### src/rtl/mem_req_arbiter.sv
// Two-requester round-robin front end for a single memory request port.
// Remaps requester IDs onto 16 memory tags and routes responses back to their owners.
module mem_req_arbiter #(
  parameter int unsigned MAX_OUTST = 8
) (
  input  logic        clk,
  input  logic        rst,
  input  logic        r0_valid,
  output logic        r0_ready,
  input  logic [31:0] r0_addr,
  input  logic [31:0] r0_data,
  input  logic        r0_rw,
  input  logic [3:0]  r0_id,
  input  logic        r1_valid,
  output logic        r1_ready,
  input  logic [31:0] r1_addr,
  input  logic [31:0] r1_data,
  input  logic        r1_rw,
  input  logic [3:0]  r1_id,
  output logic        mem_valid,
  output logic [31:0] mem_addr,
  output logic [31:0] mem_data,
  output logic        mem_rw,
  output logic [3:0]  mem_id,
  input  logic        mem_stall,
  input  logic        mem_ready,
  input  logic [3:0]  mem_rid,
  input  logic [31:0] mem_rdata,
  output logic        rsp0_valid,
  output logic [3:0]  rsp0_id,
  output logic [31:0] rsp0_data,
  output logic        rsp1_valid,
  output logic [3:0]  rsp1_id,
  output logic [31:0] rsp1_data,
  output logic        busy,
  output logic        err_unexp
);

  localparam logic [4:0] MaxCnt = 5'(MAX_OUTST);

  logic [15:0] tag_busy_q, tag_busy_d;
  logic [15:0] tag_owner_q, tag_owner_d;
  logic [3:0]  tag_rid_q [16];
  logic [3:0]  tag_rid_d [16];
  logic [4:0]  cnt0_q, cnt0_d, cnt1_q, cnt1_d;
  logic        pref_q, pref_d;  // 1: R1 preferred on a tie
  logic        err_q, err_d;

  logic        mem_valid_q, mem_valid_d, mem_rw_q, mem_rw_d;
  logic [31:0] mem_addr_q, mem_addr_d, mem_data_q, mem_data_d;
  logic [3:0]  mem_id_q, mem_id_d;
  logic        rsp0_valid_q, rsp0_valid_d, rsp1_valid_q, rsp1_valid_d;
  logic [3:0]  rsp0_id_q, rsp0_id_d, rsp1_id_q, rsp1_id_d;
  logic [31:0] rsp0_data_q, rsp0_data_d, rsp1_data_q, rsp1_data_d;

  logic       elig0, elig1, can_grant, gnt0, gnt1, hit, hit_owner;
  logic [3:0] free_tag;

  always_comb begin
    elig0     = r0_valid && (cnt0_q < MaxCnt);
    elig1     = r1_valid && (cnt1_q < MaxCnt);
    can_grant = !mem_stall && !(&tag_busy_q);
    gnt0      = can_grant && elig0 && (!elig1 || !pref_q);
    gnt1      = can_grant && elig1 && (!elig0 || pref_q);

    // Descending scan leaves the lowest-index free tag selected.
    free_tag = 4'd0;
    for (int i = 15; i >= 0; i--) begin
      if (!tag_busy_q[i]) free_tag = 4'(i);
    end

    hit       = mem_ready && tag_busy_q[mem_rid];
    hit_owner = tag_owner_q[mem_rid];

    tag_busy_d  = tag_busy_q;
    tag_owner_d = tag_owner_q;
    tag_rid_d   = tag_rid_q;
    pref_d      = pref_q;
    err_d       = err_q || (mem_ready && !tag_busy_q[mem_rid]);

    mem_valid_d = gnt0 || gnt1;
    mem_addr_d  = mem_addr_q;
    mem_data_d  = mem_data_q;
    mem_rw_d    = mem_rw_q;
    mem_id_d    = mem_id_q;

    // A tag freed here is never the one granted: grants pick from the start-of-cycle free set.
    if (hit) tag_busy_d[mem_rid] = 1'b0;

    if (gnt0 || gnt1) begin
      tag_busy_d[free_tag]  = 1'b1;
      tag_owner_d[free_tag] = gnt1;
      tag_rid_d[free_tag]   = gnt1 ? r1_id : r0_id;
      pref_d                = gnt0;
      mem_addr_d            = gnt1 ? r1_addr : r0_addr;
      mem_data_d            = gnt1 ? r1_data : r0_data;
      mem_rw_d              = gnt1 ? r1_rw : r0_rw;
      mem_id_d              = free_tag;
    end

    cnt0_d = cnt0_q + 5'(gnt0) - 5'(hit && !hit_owner);
    cnt1_d = cnt1_q + 5'(gnt1) - 5'(hit && hit_owner);

    rsp0_valid_d = hit && !hit_owner;
    rsp1_valid_d = hit && hit_owner;
    rsp0_id_d    = rsp0_valid_d ? tag_rid_q[mem_rid] : rsp0_id_q;
    rsp0_data_d  = rsp0_valid_d ? mem_rdata : rsp0_data_q;
    rsp1_id_d    = rsp1_valid_d ? tag_rid_q[mem_rid] : rsp1_id_q;
    rsp1_data_d  = rsp1_valid_d ? mem_rdata : rsp1_data_q;
  end

  always_ff @(posedge clk or posedge rst) begin
    if (rst) begin
      tag_busy_q   <= '0;
      tag_owner_q  <= '0;
      for (int i = 0; i < 16; i++) tag_rid_q[i] <= '0;
      cnt0_q       <= '0;
      cnt1_q       <= '0;
      pref_q       <= 1'b0;
      err_q        <= 1'b0;
      mem_valid_q  <= 1'b0;
      mem_addr_q   <= '0;
      mem_data_q   <= '0;
      mem_rw_q     <= 1'b0;
      mem_id_q     <= '0;
      rsp0_valid_q <= 1'b0;
      rsp0_id_q    <= '0;
      rsp0_data_q  <= '0;
      rsp1_valid_q <= 1'b0;
      rsp1_id_q    <= '0;
      rsp1_data_q  <= '0;
    end else begin
      tag_busy_q   <= tag_busy_d;
      tag_owner_q  <= tag_owner_d;
      tag_rid_q    <= tag_rid_d;
      cnt0_q       <= cnt0_d;
      cnt1_q       <= cnt1_d;
      pref_q       <= pref_d;
      err_q        <= err_d;
      mem_valid_q  <= mem_valid_d;
      mem_addr_q   <= mem_addr_d;
      mem_data_q   <= mem_data_d;
      mem_rw_q     <= mem_rw_d;
      mem_id_q     <= mem_id_d;
      rsp0_valid_q <= rsp0_valid_d;
      rsp0_id_q    <= rsp0_id_d;
      rsp0_data_q  <= rsp0_data_d;
      rsp1_valid_q <= rsp1_valid_d;
      rsp1_id_q    <= rsp1_id_d;
      rsp1_data_q  <= rsp1_data_d;
    end
  end

  assign r0_ready   = gnt0;
  assign r1_ready   = gnt1;
  assign mem_valid  = mem_valid_q;
  assign mem_addr   = mem_addr_q;
  assign mem_data   = mem_data_q;
  assign mem_rw     = mem_rw_q;
  assign mem_id     = mem_id_q;
  assign rsp0_valid = rsp0_valid_q;
  assign rsp0_id    = rsp0_id_q;
  assign rsp0_data  = rsp0_data_q;
  assign rsp1_valid = rsp1_valid_q;
  assign rsp1_id    = rsp1_id_q;
  assign rsp1_data  = rsp1_data_q;
  assign busy       = |tag_busy_q;
  assign err_unexp  = err_q;

endmodule

### config.mk
export PLATFORM = sky130hd
export DESIGN_NAME = mem_req_arbiter
export DESIGN_NICKNAME = d
export VERILOG_FILES = /design/src/rtl/mem_req_arbiter.sv
export SDC_FILE = /design/constraint.sdc
export NUM_CORES = 1
export LEC_CHECK = 0
export BUFFER_PORTS_ARGS = -buffer_cell sky130_fd_sc_hd__buf_4
export CAP_MARGIN = 20
export CORE_MARGIN = 2
export CORE_UTILIZATION = 35
export CTS_BUF_LIST = sky130_fd_sc_hd__clkbuf_2
export DETAILED_ROUTE_END_ITERATION = 16
export GPL_ROUTABILITY_DRIVEN = 0
export SLEW_MARGIN = 25
export SYNTH_ARGS = -nofsm -noshare
export SYNTH_HDL_FRONTEND = slang
export SYNTH_SLANG_ARGS = --single-unit
### constraint.sdc
create_clock -name clk -period 27.3 [get_ports clk]
set_clock_uncertainty 0.15 [all_clocks]
set_input_delay 6.825 -clock clk [delete_from_list [all_inputs] [get_ports clk]]
set_output_delay 6.825 -clock clk [all_outputs]
set_load 0.005 [all_outputs]
==> flow_summary.toml, run 1 <==
[status]
status = "complete, no violations"

[cells_and_area]
fillers = 3106
layout_commonest_cell = "buf_4"
syn_to_final_growth_pct = 28.8
drive_gt1_share_pct = 47.3
utilization_pct = 45.9
final_nets = 1442
regArea_um2 = 6310
final_cell_mix = "buf_4, dfrtp_1, clkbuf_2, mux2_2, nand2_1"
multi_input_area_um2 = 4900

[yosys]
synth.area.top_cells = "dfrtp_1, mux2_2, mux2i_1"
ys_seq_elements = 252
synth_edf_count = 0
synth.distinct_cells = 50
synth_cells = 890
yosysWarnings = 0
synthArstFlopShare_pct = 100
synth.yosys.seq_area_share_pct = 54.1
syn_avg_cell_area_um2 = 13.1
syn_nets = 1084
synth_top_area_cell = "dfrtp_1"
synth_top_area_share_pct = 54.1
synth_ff_type = "dfrtp_1"
netlist_area_um2 = 11700

[clocking]
post_cts_resize_count = 0
htree_levels = 3
postCtsSetupRepairBufs = 0
cts_buffers = 73
cts_root_buffer = "clkbuf_2"
insertion_delay_ns = 0.85
clk_transition_reported_paths_ns = 0.09
cts_tree = "yes"
ctsHoldBuffers = 0
cts_buffer_depth = 3
cts_sinks = 252

[sta]
slew_headroom_pct = 39.1
finalSetupViolations = 0
period_needed_ns = 15.39
hold_viol = 0
hold_slack_ns = 0.320
worst_pin_slew_ns = 0.914
layout_worst_path_cycle_share_pct = 56.4
slew_viol_final = 0
rsz0062_at_grt = "false"
tns_ns = 0
fmax_mhz = 65.0

[detailed_routing]
postRouteAntennaNets = 0
via_per_inst = 4.86
drtIter0Drc = 397
wl_per_cell_um = 18.4
vias = 8429
drt_wl_total_um = 31900
drtPass1Iterations = 4
drc_errors = 0

[global_routing]
grt_use_met2_pct = 29.3
grt_pass1_vias = 8786
met3_usage_pct = 4.38
antenna_found_initial = 1
grt_pass1_wl_um = 50200
met1_usage_pct = 24.0
grt_usage_pct = 18.3
grt.busiest_layer = "met2"
grt_max_degree = 99
grt_overflow = 0

[floorplan]
core.rowCount = 66
ios = 328
core_um2 = 32700
start_util_pct = 35.6
die_w_um = 186
dieArea_um2 = 34800
dieHeight_um = 186

[pwr]
power_density_nw_per_um2 = 72.7
power_switching_share_pct = 31.2
leakage_nw = 7.86
internal_power_mw = 0.751
p_seq_share_pct = 46.8
switchingPower_mw = 0.341
clkPwrFrac_pct = 25.3
pwr-share-comb_pct = 27.9
power_mw = 1.09
ir_drop_v = 0.0000377

[job]
cap_viol_max_count = 0

[placed_design]
hpwl_um = 21900
port_buffers = 327

[critical_path]
cp_data_required_time_ns = 20.33
crit_arrival_ns = 8.41
cp-end-kind = "output port"
start_kind = "input pin"
cp_max_fo = 81
path_class = "input pin to output port"

[hold_path]
hp-class = "flop to flop"
[worst paths after layout]
check	cells after the start	end	from	slack, ns
setup reg to reg	14	cnt1_q[4]$_DFF_PP0_	tag_owner_q[15]$_DFFE_PP0P_	23.37
setup / recovery	6	r1_ready	r0_valid	11.92
min in group asynchronous	2	cnt0_q[1]$_DFF_PP0_	rst	5.96
hold / removal	1	err_unexp$_DFF_PP0_	err_unexp$_DFF_PP0_	0.32
max in group asynchronous	3	tag_rid_q[35]$_DFFE_PP0P_	rst	19.80
hold reg to reg	1	err_unexp$_DFF_PP0_	err_unexp$_DFF_PP0_	0.32
[per-stage QoR]
step	area, um2	worst slack (ns)	cells
after detailed placement	14400	11.92	1615
after CTS	15000	11.91	1732
after floorplan	11700	12.27	890
after global routing	15000	11.78	1733
after global placement	14400	11.93	1615
final	15000	11.92	1733
[kinds of logic (layout without fill, tap and decap cells)]
kind of cell	count (synthesis)	after routing	synth area share, %
XOR/XNOR	6	6	0.451
AND/OR/NAND/NOR	167	167	6.98
AO/OA/AOI/OAI	115	115	5.40
multiplexers	257	257	27.5
flip-flops	252	252	54.1
buffers and inverters	79	479	3.92
adder cells (fa/ha/maj)	14	14	1.63
other	0	1	0
[metal layers]
metal	vias to the layer above	share of wire (%)
met2	253	49
met5	-	0
met3	69	5.6
li1	3914	-
met1	4193	43
met4	0	2.7
[power groups by stage]
stage          combinational [mW]  sequential [mW]  clock, mW
2_1_floorplan               0.138            0.510          0
3_3_place_gp                0.304            0.516          0
3_5_place_dp                0.310            0.518          0
4_1_cts                     0.310            0.512      0.290
5_1_grt                     0.335            0.522      0.309
6_report                    0.304            0.511      0.276
[final cells by class]
type	count	share of cell area, %
flip-flops and latches	252	42.0
multi-input cells	559	32.7
repair buffers	333	16.7
well taps	442	3.68
clock buffers	105	3.50
inverters	29	0.792
clock inverters	12	0.650
diodes	1	0.0167
[Yosys cell counts (all sizes together), types with 4 or more instances]
library cell and count:
o21ai 88, dfrtp 252, nor2 11, nand2 95, clkbuf 17, buf 33
a21oi 10, a21o 5, inv 29, nand2b 16, ha 12, xnor2 4
mux2i 70, nand3 8, nor3 7, nor4 5, and3 6, mux2 161
mux4 26, nand4 9
[state kept, by name (all words and copies together), names as in the netlist]
| name | cells |
|---|---|
| rsp1_valid | 1 |
| tag_owner_q | 16 |
| rsp0_valid | 1 |
| mem_rw | 1 |
| mem_data | 32 |
| tag_rid_q | 64 |
| cnt1_q | 5 |
| pref_q | 1 |
| rsp1_data | 32 |
| mem_id | 4 |
| rsp0_data | 32 |
| cnt0_q | 5 |
| tag_busy_q | 16 |
| rsp1_id | 4 |
| rsp0_id | 4 |
| err_unexp | 1 |
| mem_addr | 32 |
| mem_valid | 1 |
[critical path, cell delays in order]
cell and delay [ns]:
buf_4 0.11, nand2_1 0.11, nor2_1 0.05, or4_1 0.49, inv_4 0.57, buf_4 0.23
(Power assumes the default switching activity.)
==> run 2, diff against run 1 <==
==> constraint.sdc (replaced) <==
create_clock -name clk -period 12.72 [get_ports clk]
set_clock_uncertainty 0.15 [all_clocks]
set_input_delay 3.18 -clock clk [delete_from_list [all_inputs] [get_ports clk]]
set_output_delay 3.18 -clock clk [all_outputs]
set_load 0.005 [all_outputs]
==> flow_summary.toml, run 2 (synthesis results as in run 1) <==
[status]
status = "complete, no violations"

[detailed_routing]
wl_met1_um = 13600
drc_errors = 0
wl_met3_um = 1860
wl_per_cell_um = 18.2
via_per_inst = 4.85
drt_wl_total_um = 31700
postRouteAntennaNets = 0
drtIter0Drc = 434
vias = 8451
wl_met2_um = 15200
maxUsedRoutingLayer = "met4"
drtPass1Iterations = 7

[placed_design]
place_ws_ns = 4.66
hpwl_um = 22200
placed_cells = 1615
port_buffers = 327

[critical_path]
cp-end-kind = "output port"
cp_max_fo = 80
crit_arrival_ns = 4.74
cp-startpoint = "r0_valid"
worst_path_max_delay_cell = "inv_4"
r2r-start = "tag_busy_q[5]$_DFF_PP0_"
crit_chain = "buf_4 -> nand2_1 -> nor2_1 -> or4_1 -> inv_4 -> buf_4"
start_kind = "input pin"
cp_data_required_time_ns = 9.39
cp_common_cell = "buf_4"
path_class = "input pin to output port"
slowest_delay_ns = 0.54

[sta]
period_needed_ns = 8.07
slew_headroom_pct = 40.3
finalSetupViolations = 0
rsz0062_at_grt = "false"
worst_pin_slew_ns = 0.896
fmax_mhz = 124
setup_ws_ns = 4.65
slew_viol_final = 0
tns_ns = 0
layout_worst_path_cycle_share_pct = 63.5
hold_viol = 0

[clocking]
clk_transition_reported_paths_ns = 0.09
cts_root_buffer = "clkbuf_2"
cts_buffers = 72
cts_tree = "yes"
insertion_delay_ns = 0.88
post_cts_resize_count = 0
htree_levels = 3
postCtsSetupRepairBufs = 0
cts_buffer_depth = 3
cts_sinks = 252
ctsHoldBuffers = 0

[global_routing]
grt_usage_pct = 18.3
antenna_found_initial = 1
grt_max_degree = 125
grt_pass1_vias = 8857
grt_overflow = 0
grt_pass1_wl_um = 50300

[pwr]
pwr-share-comb_pct = 27.2
p_seq_share_pct = 45.7
leakage_nw = 7.91
internal_power_mw = 1.65
switchingPower_mw = 0.749
power_switching_share_pct = 31.2
clkPwrFrac_pct = 27.0
power_density_nw_per_um2 = 159
ir_drop_v = 0.0000816

[cells_and_area]
top_register = "tag_rid_q"
utilization_pct = 46.2
final_cells = 1743
final_cell_mix = "buf_4, dfrtp_1, clkbuf_2, mux2_2, nand2_1"
layout_commonest_cell = "buf_4"
syn_to_final_growth_pct = 29.5
largest_register_ffs = 64
final_nets = 1441
fillers = 3104
drive_gt1_share_pct = 47.9

[floorplan]
core_um2 = 32700
start_util_pct = 35.6
dieArea_um2 = 34800
core.rowCount = 66
dieHeight_um = 186
die_w_um = 186
ios = 328

[hold_path]
worstHoldStart = "err_unexp$_DFF_PP0_"
hp-class = "flop to flop"

[job]
cap_viol_max_count = 0
run 2: changes by cell type in the layout (fill, tap and decap cells not counted):
cell	previous run	this run
clkbuf_2	105	112
buf_6	2	1
clkinv_1	10	7
inv_2	1	2
clkinv_4	0	2
bufinv_16	2	3
buf_4	331	332
clkinv_2	0	1
clkinvlp_4	0	1
run 2: layout make-up:
class | count | area, um2 | area share [%]
diodes | 1 | 2.50 | 0.0166
well taps | 442 | 553 | 3.66
clock buffers | 112 | 561 | 3.71
repair buffers | 333 | 2500 | 16.6
inverters | 29 | 119 | 0.787
clock inverters | 15 | 150 | 0.994
flip-flops and latches | 252 | 6310 | 41.8
multi-input cells | 559 | 4900 | 32.5
run 2: power groups by stage:
stage	clock [mW]	combinational, mW	sequential (mW)
after detailed placement	0	0.665	1.11
after floorplan	0	0.296	1.09
after global placement	0	0.653	1.11
after CTS	0.678	0.665	1.10
final	0.649	0.653	1.10
after global routing	0.721	0.719	1.12
run 2: critical path, delay by kind of cell:
kind                   cells  cell delay (ns)
and+or+nand+nor            3             0.65
buffers and inverters      3             0.88
run 2: final timing paths:
kind                                             endpoint  slack [ns]  cells after the start
worst max register to register  tag_rid_q[45]$_DFFE_PP0P_        8.83                      7
worst min-delay path                  err_unexp$_DFF_PP0_        0.32                      1
worst max-delay path                             r1_ready        4.65                      6
max in group asynchronous       tag_rid_q[36]$_DFFE_PP0P_        8.02                      4
min in group asynchronous             cnt0_q[4]$_DFF_PP0_        2.32                      2
worst min register to register        err_unexp$_DFF_PP0_        0.32                      1
run 2: per-stage QoR:
step	hold slack [ns]	total power [mW]	area [um2]
after floorplan	0.301	1.39	11700
after global placement	0.305	1.76	14400
after detailed placement	0.302	1.78	14400
after CTS	0.328	2.44	15100
after global routing	0.348	2.56	15100
final	0.318	2.40	15100
run 2: layer usage:
metal,GRT usage (%),up-vias
li1,-,3920
met4,7.94,0
met3,4.46,88
met5,0,-
met2,29.2,275
met1,23.8,4168
==> run 3, diff against run 2 <==
==> constraint.sdc (replaced) <==
create_clock -name clk -period 8.05 [get_ports clk]
set_clock_uncertainty 0.15 [all_clocks]
set_input_delay 2.0125 -clock clk [delete_from_list [all_inputs] [get_ports clk]]
set_output_delay 2.0125 -clock clk [all_outputs]
set_load 0.005 [all_outputs]
==> flow_summary.toml, run 3 (synthesis results as in run 1) <==
[sta]
slew_headroom_pct = 35.7
tns_ns = 0
worst_pin_slew_ns = 0.965
hold_viol = 0
finalSetupViolations = 0
slew_viol_final = 0
rsz0062_at_grt = "false"
period_needed_ns = 5.61
fmax_mhz = 178
layout_worst_path_cycle_share_pct = 69.7

[critical_path]
crit_arrival_ns = 3.45
worst_path_max_delay_cell = "or4_1"
path_class = "input pin to output port"
cp-end-kind = "output port"
start_kind = "input pin"
slowest_delay_ns = 0.62
cp_data_required_time_ns = 5.89
crit_chain = "buf_4 -> nand2_1 -> or4_1 -> inv_4 -> buf_4"
worstRegToRegCells = 16
cp_max_fo = 57
cp_common_cell = "buf_4"

[hold_path]
hp-class = "flop to flop"
hold_path_depth = 1

[global_routing]
grt_overflow = 0
grt_pass1_wl_um = 50200
antenna_found_initial = 1
grt_pass1_vias = 8896
grt_max_degree = 142
grt_usage_pct = 18.3

[status]
status = "complete, no violations"

[pwr]
ir_drop_v = 0.000133
power_switching_share_pct = 31.7
p_seq_share_pct = 47.6
pwr-share-comb_pct = 28.2
leakage_nw = 7.84
clkPwrFrac_pct = 24.2
power_mw = 3.65
switchingPower_mw = 1.16
power_density_nw_per_um2 = 244
internal_power_mw = 2.49

[detailed_routing]
postRouteAntennaNets = 0
drt_wl_total_um = 31700
drtPass1Iterations = 5
via_per_inst = 4.83
drtIter0Drc = 409
drc_errors = 0
wl_per_cell_um = 18.2
vias = 8388

[cells_and_area]
largest_register_ffs = 64
syn_to_final_growth_pct = 28.6
top_register = "tag_rid_q"
fillers = 3102
final_nets = 1441
drive_gt1_share_pct = 47.6
layout_commonest_cell = "buf_4"
final_cell_mix = "buf_4, dfrtp_1, clkbuf_2, mux2_2, nand2_1"

[clocking]
cts_buffer_depth = 3
cts_root_buffer = "clkbuf_2"
post_cts_resize_count = 0
clk_transition_reported_paths_ns = 0.08
postCtsSetupRepairBufs = 0
cts_tree = "yes"
htree_levels = 3
cts_sinks = 252
cts_buffers = 71
ctsHoldBuffers = 0
insertion_delay_ns = 0.87

[floorplan]
core.rowCount = 66
ios = 328
die_w_um = 186
core_um2 = 32700
dieHeight_um = 186
dieArea_um2 = 34800
start_util_pct = 35.6

[job]
cap_viol_max_count = 0

[placed_design]
port_buffers = 327
hpwl_um = 21800
==> run 3: changes by cell type in the layout (fill, tap and decap cells not counted) <==
cell,delta
buf_12,+1
bufinv_16,-3
inv_8,-1
buf_4,+1
buf_6,-1
clkbuf_2,-6
clkinvlp_4,+3
inv_2,+1
clkinv_4,-2
==> run 3: worst max-delay path: cells and delay by family <==
kind                   cells  cell delay (ns)
and+or+nand+nor            2             0.68
buffers and inverters      3             0.76
==> run 3: metrics by stage <==
step / cell area, um2 / instances / util, % / setup WS (ns) / hold WS (ns)
after floorplan: 11700 / 890 / - / 2.57 / 0.301
after global placement: 14400 / 1616 / 44.0 / 2.10 / 0.304
after detailed placement: 14400 / 1616 / 44.0 / 2.02 / 0.300
after CTS: 15000 / 1735 / 45.8 / 2.42 / 0.318
after global routing: 15000 / 1736 / 45.8 / 2.32 / 0.353
final: 15000 / 1736 / 45.8 / 2.44 / 0.318
==> run 3: layout make-up <==
class / count / area [um2] / area share, %
antenna: 1 / 2.50 / 0.0167
tap: 442 / 553 / 3.69
inverter: 29 / 115 / 0.768
clock inverter: 13 / 61.3 / 0.409
multi-input combinational: 559 / 4900 / 32.7
timing repair buffer: 334 / 2520 / 16.8
sequential: 252 / 6310 / 42.1
clock buffer: 106 / 531 / 3.54
==> run 3: final timing paths <==
kind                                         startpoint  slack, ns                   endpoint
worst max-delay path                           r1_valid       2.44                   r1_ready
worst min-delay path                err_unexp$_DFF_PP0_       0.32        err_unexp$_DFF_PP0_
worst max register to register  tag_busy_q[2]$_DFF_PP0_       4.18        cnt1_q[4]$_DFF_PP0_
worst min register to register      err_unexp$_DFF_PP0_       0.32        err_unexp$_DFF_PP0_
max in group asynchronous                           rst       5.24  tag_rid_q[36]$_DFFE_PP0P_
min in group asynchronous                           rst       1.18   rsp1_data[2]$_DFFE_PP0P_
==> run 3: power by group through the flow <==
stage	logic [mW]	registers, mW	clock network (mW)
after global routing	1.13	1.78	0.999
after detailed placement	1.05	1.76	0
after CTS	1.05	1.74	0.929
after global placement	1.03	1.76	0
final	1.03	1.74	0.883
after floorplan	0.469	1.73	0
==> run 3: routing by layer <==
layer  track usage, %  share of wire, %
met1             24.1                44
met2             29.7                49
met3             4.10               5.0
met4             6.68               2.5
met5                0                 0
